==> src/rtl/aes_core_arbiter.sv <==
// aes_core_arbiter
//   Shares one aes_top core between two command requesters. Whole commands are
//   arbitrated round-robin. A shadow key is kept per requester, and the
//   arbiter tracks whose key is currently expanded in the core. An ENCRYPT
//   from a requester whose key is not loaded first runs a core SET_KEY.
//
// Ports
//   aclk, aresetn          clock, asynchronous active-low reset
//   req_valid/req_ready    per-requester command handshake (2 bits each)
//   req_cmd/key/data       packed per-requester command, key and plaintext;
//                          requester i occupies slice [i*W +: W]
//   resp_valid/resp_ready  per-requester response handshake (2 bits each)
//   resp_data, resp_err    shared response bus, qualified by resp_valid
//   err_cmd                one-cycle pulse when an unknown command is dropped
//   core_*                 interface to aes_top (en, cmd, key, plaintext,
//                          ciphertext, done)
//   dbg_state              current FSM state
//
// Handshake semantics: a transfer happens on a rising edge where valid and
// ready are both high. req_ready is combinational and is only raised in IDLE,
// for the single granted requester. resp_valid is held, with data and error
// stable, until resp_ready is seen. Neither side may make valid depend on ready.
module aes_core_arbiter #(
    parameter int              BLK_W       = 128,
    parameter int              KEY_W       = 128,
    parameter int              CMD_W       = 32,
    // Command encodings shared with aes_top.
    parameter logic [CMD_W-1:0] CMD_SET_KEY = 'h1,
    parameter logic [CMD_W-1:0] CMD_ENCRYPT = 'h2
) (
    input  logic               aclk,
    input  logic               aresetn,
    input  logic [1:0]         req_valid,
    output logic [1:0]         req_ready,
    input  logic [2*CMD_W-1:0] req_cmd,
    input  logic [2*KEY_W-1:0] req_key,
    input  logic [2*BLK_W-1:0] req_data,
    output logic [1:0]         resp_valid,
    input  logic [1:0]         resp_ready,
    output logic [BLK_W-1:0]   resp_data,
    output logic               resp_err,
    output logic               err_cmd,
    output logic               core_en,
    output logic [CMD_W-1:0]   core_cmd,
    output logic [KEY_W-1:0]   core_key,
    output logic [BLK_W-1:0]   core_plaintext,
    input  logic [BLK_W-1:0]   core_ciphertext,
    input  logic               core_done,
    output logic [2:0]         dbg_state
);

    typedef enum logic [2:0] {
        S_IDLE     = 3'd0,
        S_KEY      = 3'd1,
        S_KEY_WAIT = 3'd2,
        S_ENC      = 3'd3,
        S_ENC_WAIT = 3'd4,
        S_RESP     = 3'd5
    } state_t;

    state_t             state, state_nxt;
    logic               last_grant;
    logic               grant;          // requester owning the current command
    logic               gnt;            // combinational round-robin winner
    logic               accept;
    logic [CMD_W-1:0]   acc_cmd;
    logic [KEY_W-1:0]   acc_key;
    logic [BLK_W-1:0]   acc_data;
    logic               is_set, is_enc;
    logic [KEY_W-1:0]   shadow_key [2];
    logic [1:0]         shadow_valid;
    logic               key_loaded;
    logic               key_owner;
    logic [BLK_W-1:0]   data_r;

    // Round-robin: with both requesting, the one not granted last wins.
    always_comb begin
        gnt = 1'b0;
        case (req_valid)
            2'b11:   gnt = ~last_grant;
            2'b10:   gnt = 1'b1;
            default: gnt = 1'b0;
        endcase
        accept   = (state == S_IDLE) && (req_valid != 2'b00);
        acc_cmd  = gnt ? req_cmd[2*CMD_W-1:CMD_W]  : req_cmd[CMD_W-1:0];
        acc_key  = gnt ? req_key[2*KEY_W-1:KEY_W]  : req_key[KEY_W-1:0];
        acc_data = gnt ? req_data[2*BLK_W-1:BLK_W] : req_data[BLK_W-1:0];
        is_set   = (acc_cmd == CMD_SET_KEY);
        is_enc   = (acc_cmd == CMD_ENCRYPT);
        req_ready = 2'b00;
        if (accept) begin
            req_ready[gnt] = 1'b1;
        end
        resp_valid = 2'b00;
        if (state == S_RESP) begin
            resp_valid[grant] = 1'b1;
        end
    end

    assign core_en   = (state == S_KEY) || (state == S_ENC);
    assign dbg_state = state;

    always_ff @(posedge aclk or negedge aresetn) begin
        if (!aresetn) begin
            state <= S_IDLE;
        end else begin
            state <= state_nxt;
        end
    end

    always_comb begin
        state_nxt = state;
        case (state)
            S_IDLE: begin
                if (accept && is_enc) begin
                    if (!shadow_valid[gnt]) begin
                        state_nxt = S_RESP;
                    end else if (key_loaded && (key_owner == gnt)) begin
                        state_nxt = S_ENC;
                    end else begin
                        state_nxt = S_KEY;
                    end
                end
            end
            S_KEY:      state_nxt = S_KEY_WAIT;
            S_KEY_WAIT: if (core_done) state_nxt = S_ENC;
            S_ENC:      state_nxt = S_ENC_WAIT;
            S_ENC_WAIT: if (core_done) state_nxt = S_RESP;
            S_RESP:     if (resp_ready[grant]) state_nxt = S_IDLE;
            default:    state_nxt = S_IDLE;
        endcase
    end

    // Core operands are loaded on the edge that enters KEY/ENC so they are
    // already stable while core_en is high, and held until core_done.
    always_ff @(posedge aclk or negedge aresetn) begin
        if (!aresetn) begin
            last_grant      <= 1'b1;
            grant           <= 1'b0;
            data_r          <= '0;
            shadow_key[0]   <= '0;
            shadow_key[1]   <= '0;
            shadow_valid    <= 2'b00;
            key_loaded      <= 1'b0;
            key_owner       <= 1'b0;
            core_cmd        <= '0;
            core_key        <= '0;
            core_plaintext  <= '0;
            resp_data       <= '0;
            resp_err        <= 1'b0;
            err_cmd         <= 1'b0;
        end else begin
            err_cmd <= 1'b0;
            if (accept) begin
                last_grant <= gnt;
                grant      <= gnt;
                data_r     <= acc_data;
                if (is_set) begin
                    shadow_key[gnt]   <= acc_key;
                    shadow_valid[gnt] <= 1'b1;
                    // The expanded key in the core is now stale for this owner.
                    if (key_owner == gnt) begin
                        key_loaded <= 1'b0;
                    end
                end else if (is_enc) begin
                    if (!shadow_valid[gnt]) begin
                        resp_data <= '0;
                        resp_err  <= 1'b1;
                    end else if (key_loaded && (key_owner == gnt)) begin
                        core_cmd       <= CMD_ENCRYPT;
                        core_plaintext <= acc_data;
                    end else begin
                        core_cmd <= CMD_SET_KEY;
                        core_key <= shadow_key[gnt];
                    end
                end else begin
                    err_cmd <= 1'b1;
                end
            end
            if ((state == S_KEY_WAIT) && core_done) begin
                key_loaded     <= 1'b1;
                key_owner      <= grant;
                core_cmd       <= CMD_ENCRYPT;
                core_plaintext <= data_r;
            end
            if ((state == S_ENC_WAIT) && core_done) begin
                resp_data <= core_ciphertext;
                resp_err  <= 1'b0;
            end
        end
    end

endmodule
==> config.mk <==
export PLATFORM = sky130hd
export DESIGN_NAME = aes_core_arbiter
export DESIGN_NICKNAME = d
export VERILOG_FILES = /design/src/rtl/aes_core_arbiter.sv
export SDC_FILE = /design/constraint.sdc
export NUM_CORES = 1
export LEC_CHECK = 0
export BUFFER_PORTS_ARGS = -buffer_cell sky130_fd_sc_hd__buf_2
export CAP_MARGIN = 30
export CORE_AREA = 2 2 439 441
export CTS_CLUSTER_DIAMETER = 30
export CTS_CLUSTER_SIZE = 25
export DETAILED_ROUTE_END_ITERATION = 8
export DIE_AREA = 0 0 441 443
export PLACE_DENSITY_LB_ADDON = 0.12
export SLEW_MARGIN = 20
export SYNTH_ARGS = -nofsm -noshare
export SYNTH_HDL_FRONTEND = slang
export SYNTH_SLANG_ARGS = --single-unit
==> constraint.sdc <==
create_clock -name aclk -period 6.5 [get_ports aclk]
set_input_delay 0 -clock aclk [delete_from_list [all_inputs] [get_ports aclk]]
set_output_delay 0 -clock aclk [all_outputs]
set_load 0.03 [all_outputs]
==> flow_summary.json, run 1 <==
{
  "wl_per_cell_um": 18.9,
  "fin_crit_sh": 0.658,
  "clockBufferDepth": 4,
  "switching_share": 0.290,
  "io_pins": 1137,
  "crit_arrival_ps": 4980,
  "mostFrequentLayoutCell": "dlygate4sd3_1",
  "drt_iter0_drc": 1510,
  "sequentialPowerShare": 0.260,
  "ys_ff_latch": 781,
  "min_path_type": "input pin to flip-flop",
  "place_hpwl_mm": 102,
  "place_congestion": 0.906,
  "die-height_um": 443,
  "cts_tree": "done",
  "register_area_sq_um": 19500,
  "finalSetupViolations": 0,
  "end_kind": "flip-flop",
  "ant_nets": 0,
  "synth_cell_types": 46,
  "portBuffers": 1106,
  "path_delay_family": "buffers and inverters",
  "tns_ps": 0,
  "yosysWarnings": 0,
  "cap_violations": 0,
  "drv_slew": 0,
  "track_usage": 0.159,
  "power_frac_comb": 0.203,
  "viasPerCell": 4.11,
  "grt_max_degree": 212,
  "synth.avg_cell_area_sq_um": 10.7,
  "reg2reg_depth": 9,
  "powerDensity_nw_per_um2": 364,
  "postCtsHoldBufs": 1239,
  "outcome": "complete, no violations",
  "wl_mm": 158,
  "cp.required_ps": 7210,
  "core-area_sq_um": 191000,
  "hold_start": "req_cmd[47]",
  "crit_path_start_kind": "flip-flop",
  "hold_violations": 0,
  "area_delta_synth_final_pct": 84.6,
  "rsz0062_at_grt": "false",
  "cts-resized-gates": 0,
  "reg2reg_slack_ps": 2220,
  "num_vias": 34400,
  "syn_inst": 3224,
  "mostFrequentLayoutCells": "1238 x dlygate4sd3_1, 1105 x buf_2, 902 x nand2_1, 780 x dfrtp_1, 365 x mux2_1",
  "die_w_um": 441,
  "grt-ovfl-total": 0,
  "fillerInstances": 19700,
  "cts-buffers-inserted": 283,
  "dieArea_sq_um": 195000,
  "critPathKind": "flip-flop to flip-flop",
  "final_cell_count_no_fill": 8368,
  "path_cells": "a21boi_4 > buf_16 > mux2i_1 > dlygate4sd3_1 > o211ai_2 > a2111oi_4 > buf_4 > buf_12 > mux2_1",
  "grt_pass1_wl_mm": 236,
  "dominantRegCellSynth": "dfrtp_1",
  "drive_above_1_share": 0.275,
  "dp_cells": 6628,
  "multi_input_area_sq_um": 13800,
  "clkPwrFrac": 0.537,
  "synth_area_sq_um": 34600,
  "holdWs_ps": 50.8,
  "path_depth": 9,
  "period_minus_slack_ps": 4280,
  "slowest_stage": "dlygate4sd3_1",
  "worstMarginPinSlew_ps": 1220,
  "cpPeakStageDelay_ps": 610,
  "fmax_ghz": 0.234,
  "drtPass1Iterations": 5,
  "path_buf_inv": 4,
  "p_sw_mw": 6.75,
  "p_leak_nw": 32.7,
  "post-cts-setup-buffer-count": 0,
  "path_clk_slew_ps": 40,
  "synth_edf_count": 0,
  "p_int_mw": 16.5,
  "ir_drop_uv": 352,
  "worstPathMaxFanout": 106,
  "clkLatencyLatePin_ps": 880,
  "rows": 161,
  "antenna_found_initial": 34,
  "cts_sinks": 781,
  "initial_core_util": 0.181,
  "crit_start": "last_grant",
  "ys_async_sr_fraction": 1.00,
  "seq_area_frac_synth": 0.564,
  "fin_worst_skew_ps": 62.0,
  "drc": 0,
  "relSlewSlack": 0.187,
  "endpoint": "core_key[108]",
  "r2r_start": "last_grant",
  "worstReg2RegEnd": "core_key[108]",
  "htreeDepth": 5,
  "root_buffer": "clkbuf_16",
  "grt_pass1_vias": 36600,
  "finish.net_count": 6337
}
## per-stage QoR
step	power, mW	util	instance area (sq um)	setup slack [ps]
floorplan	8.30	-	34800	3860
global placement	9.99	0.222	42500	2180
detailed placement	10.0	0.223	42600	2410
CTS	23.7	0.334	63900	2110
global route	24.4	0.335	64000	1940
finish	23.3	0.335	64000	2220
## cell usage after synthesis (all sizes together), types with 7 or more instances
| library cell | number | area [sq um] |
|---|---|---|
| nand2 | 902 | 3390 |
| mux2 | 385 | 4340 |
| nand2b | 7 | 43.8 |
| nor4 | 14 | 87.6 |
| nor2 | 7 | 26.3 |
| a31oi | 130 | 813 |
| buf | 129 | 853 |
| mux2i | 132 | 1320 |
| dfrtp | 780 | 19500 |
| a41o | 128 | 1280 |
| o21ai | 388 | 1940 |
| clkbuf | 174 | 653 |
## worst min path at each step
stage	endpoint	slack [ps]	depth (start not counted)
CTS	data_r[65]	0.1	4
floorplan	core_cmd[0]	-300	0
detailed placement	core_plaintext[5]	130	1
global route	shadow_key[133]	30	3
global placement	data_r[5]	130	1
finish	key_loaded	50	6
## worst reg2reg max path, delay by kind of cell, from the launching register on
kind                   cells  cell delay [ps]
AO/OA/AOI/OAI              3             1120
buffers and inverters      4             1650
flip-flops                 1              380
multiplexers               2             1030
## power groups by stage
stage | logic [mW] | registers, mW | clock network [mW]
4_1_cts | 4.82 | 6.06 | 12.8
5_1_grt | 5.13 | 6.15 | 13.1
3_5_place_dp | 3.91 | 6.10 | 0
2_1_floorplan | 1.51 | 6.79 | 0
6_report | 4.72 | 6.05 | 12.5
3_3_place_gp | 3.88 | 6.11 | 0
## final cells by class
cell class              instances  share of cell area
diodes                         22            0.000861
clock buffers                 422               0.131
clock inverters                57             0.00820
multi-input cells            2169               0.216
flip-flops and latches        781               0.306
well taps                    2526              0.0494
repair buffers               2391               0.289
## per-layer routing
layer / routed length [um] / track usage / vias to the layer above
met4: 5480 / 0.0633 / 6
met2: 78500 / 0.272 / 1021
li1: - / - / 16100
met1: 64900 / 0.186 / 16900
met5: 39 / 0 / -
met3: 9490 / 0.0442 / 319
## kinds of logic (layout without fill, tap and decap cells)
group / count (synthesis) / in the layout / share of synthesized area
AOI/OAI and AO/OA: 668 / 668 / 0.122
xor gates and xnor gates: 1 / 1 / 0.000253
buffers and inverters: 303 / 2870 / 0.0435
DFF: 781 / 781 / 0.564
muxes: 517 / 517 / 0.163
other: 1 / 52 / 0.000108
and+or+nand+nor: 953 / 953 / 0.106
## flip-flops by register name, summed over array words and instances, names as in the netlist
signal          count
core_cmd            2
core_key          128
core_plaintext    128
data_r            128
dbg_state           3
err_cmd             1
grant               1
key_loaded          1
key_owner           1
last_grant          1
resp_data         128
resp_err            1
shadow_key        256
shadow_valid        2
No activity file was read; power rests on OpenSTA's default activity.
==> inputs of run 2 (changes only) <==
==> constraint.sdc (replaced) <==
create_clock -name aclk -period 4 [get_ports aclk]
set_input_delay 0 -clock aclk [delete_from_list [all_inputs] [get_ports aclk]]
set_output_delay 0 -clock aclk [all_outputs]
set_load 0.03 [all_outputs]
==> run 2 against run 1 <==
Net effect:
- count of clock-buffer cells in the layout fell by 13
- sequential power is 63% higher
- largest power group unchanged
- wire length up 2.1%
- clock skew down 1.9 ps
- die area unchanged
- register-to-register slack got worse by 1900 ps
- hold slack worse by 16 ps
- final cell count increased by 1.7%
==> flow_summary.json, run 2 (synthesized netlist as in run 1, its figures left out) <==
{
  "track_usage": 0.162,
  "fin_crit_sh": 0.920,
  "regMostFlops": "shadow_key",
  "clkLatencyLatePin_ps": 860,
  "grt_pass1_wl_mm": 241,
  "grt_pass1_vias": 37500,
  "root_buffer": "clkbuf_16",
  "rows": 161,
  "hold_violations": 0,
  "fmax_ghz": 0.272,
  "path_clk_slew_ps": 40,
  "antenna_found_initial": 23,
  "grt_busiest_layer": "met2",
  "outcome": "complete, no violations",
  "area_delta_synth_final_pct": 90.3,
  "finalSetupViolations": 0,
  "die-height_um": 443,
  "finish.net_count": 6485,
  "drc": 0,
  "crit_arrival_ps": 4410,
  "use_met2": 0.280,
  "num_vias": 35000,
  "place_hpwl_mm": 106,
  "period_minus_slack_ps": 3680,
  "drtPass1Iterations": 4,
  "worstMarginPinSlew_ps": 1040,
  "initial_core_util": 0.181,
  "p_leak_nw": 34.0,
  "rsz0062_at_grt": "false",
  "cap_violations": 0,
  "grt-ovfl-total": 0,
  "use_met1": 0.192,
  "io_pins": 1137,
  "portBuffers": 1106,
  "relSlewSlack": 0.305,
  "crit_path_start_kind": "flip-flop",
  "dieArea_sq_um": 195000,
  "largest_reg_flops": 256,
  "ir_drop_uv": 566,
  "tns_ps": 0,
  "hold_depth": 6,
  "end_kind": "flip-flop",
  "cp.required_ps": 4730,
  "ant_nets": 0,
  "wl_mm": 162,
  "wl_per_cell_um": 19.0,
  "core-area_sq_um": 191000,
  "htreeDepth": 5,
  "die_w_um": 441,
  "mostFrequentLayoutCell": "dlygate4sd3_1",
  "fin_worst_skew_ps": 60.1,
  "drive_above_1_share": 0.276,
  "met3_usage": 0.0423,
  "finalPower_mw": 39.0,
  "mostFrequentLayoutCells": "1344 x dlygate4sd3_1, 1105 x buf_2, 902 x nand2_1, 780 x dfrtp_1, 365 x mux2_1",
  "viasPerCell": 4.11,
  "min_path_type": "input pin to flip-flop",
  "drt_iter0_drc": 1518,
  "place_congestion": 0.910,
  "critPathKind": "flip-flop to flip-flop",
  "cts_sinks": 781,
  "cts-buffers-inserted": 287,
  "reg2reg_depth": 9,
  "worstPathMaxFanout": 44,
  "powerDensity_nw_per_um2": 592,
  "cts_tree": "done",
  "fillerInstances": 19500,
  "grt_max_degree": 214,
  "clockBufferDepth": 4,
  "drv_slew": 0
}
[run 2: cell type report]
type,instances,area (sq um),share of cell area
flip-flops and latches,781,19500,0.297
diodes,17,42.5,0.000645
well taps,2526,3160,0.0479
repair buffers,2535,20000,0.304
multi-input cells,2169,13800,0.209
clock inverters,74,1000,0.0152
clock buffers,409,8310,0.126
[run 2: worst paths after layout]
path	startpoint	slack [ps]	to
min in group asynchronous	aresetn	500	data_r[35]
max	last_grant	320	resp_data[113]
max reg2reg	last_grant	320	resp_data[113]
min reg2reg	data_r[53]	450	core_plaintext[53]
max in group asynchronous	aresetn	2640	resp_data[118]
min	req_cmd[52]	30	key_loaded
[run 2: layer usage]
metal | part of all wire | wire length (um)
met1 | 0.41 | 66300
met2 | 0.50 | 80900
met3 | 0.059 | 9490
met4 | 0.031 | 5090
met5 | 0.000080 | 13
[run 2: per-stage QoR]
| step | cells | cell area (sq um) | hold WS, ps | util | worst slack [ps] |
|---|---|---|---|---|---|
| floorplan | 3253 | 34800 | -296 | - | 1360 |
| global placement | 6662 | 43000 | 111 | 0.225 | 815 |
| global route | 8508 | 65900 | 15.1 | 0.345 | 146 |
| finish | 8511 | 65900 | 34.7 | 0.345 | 318 |
| detailed placement | 6664 | 43100 | 114 | 0.225 | 760 |
| CTS | 8492 | 65800 | 0.142 | 0.344 | 95.6 |
[run 2: timing repair]
action | CTS | global route
hold buffers | 1345 | 0
resized for setup | 0 | 0
endpoints found under the hold margin | 1185 | 0
setup buffers | 0 | 2
setup endpoints to repair | 0 | 7
[run 2: power by group]
part / total (mW) / switching [mW] / internal [mW] / leakage [nW]
clock: 21.4 / 5.79 / 15.6 / 4.61
sequential: 9.84 / 0.706 / 9.13 / 10.6
combinational: 7.78 / 4.59 / 3.19 / 18.7
total: 39.0 / 11.1 / 27.9 / 34.0
[run 2: critical path, cell delays in order, from the launching register on]
cell	delay [ps]
dfstp_2	570
a21bo_4	340
nand3_1	110
dlygate4sd3_1	640
o22ai_4	410
and3_4	320
buf_12	170
buf_12	240
o21ai_1	120
dlygate4sd3_1	580
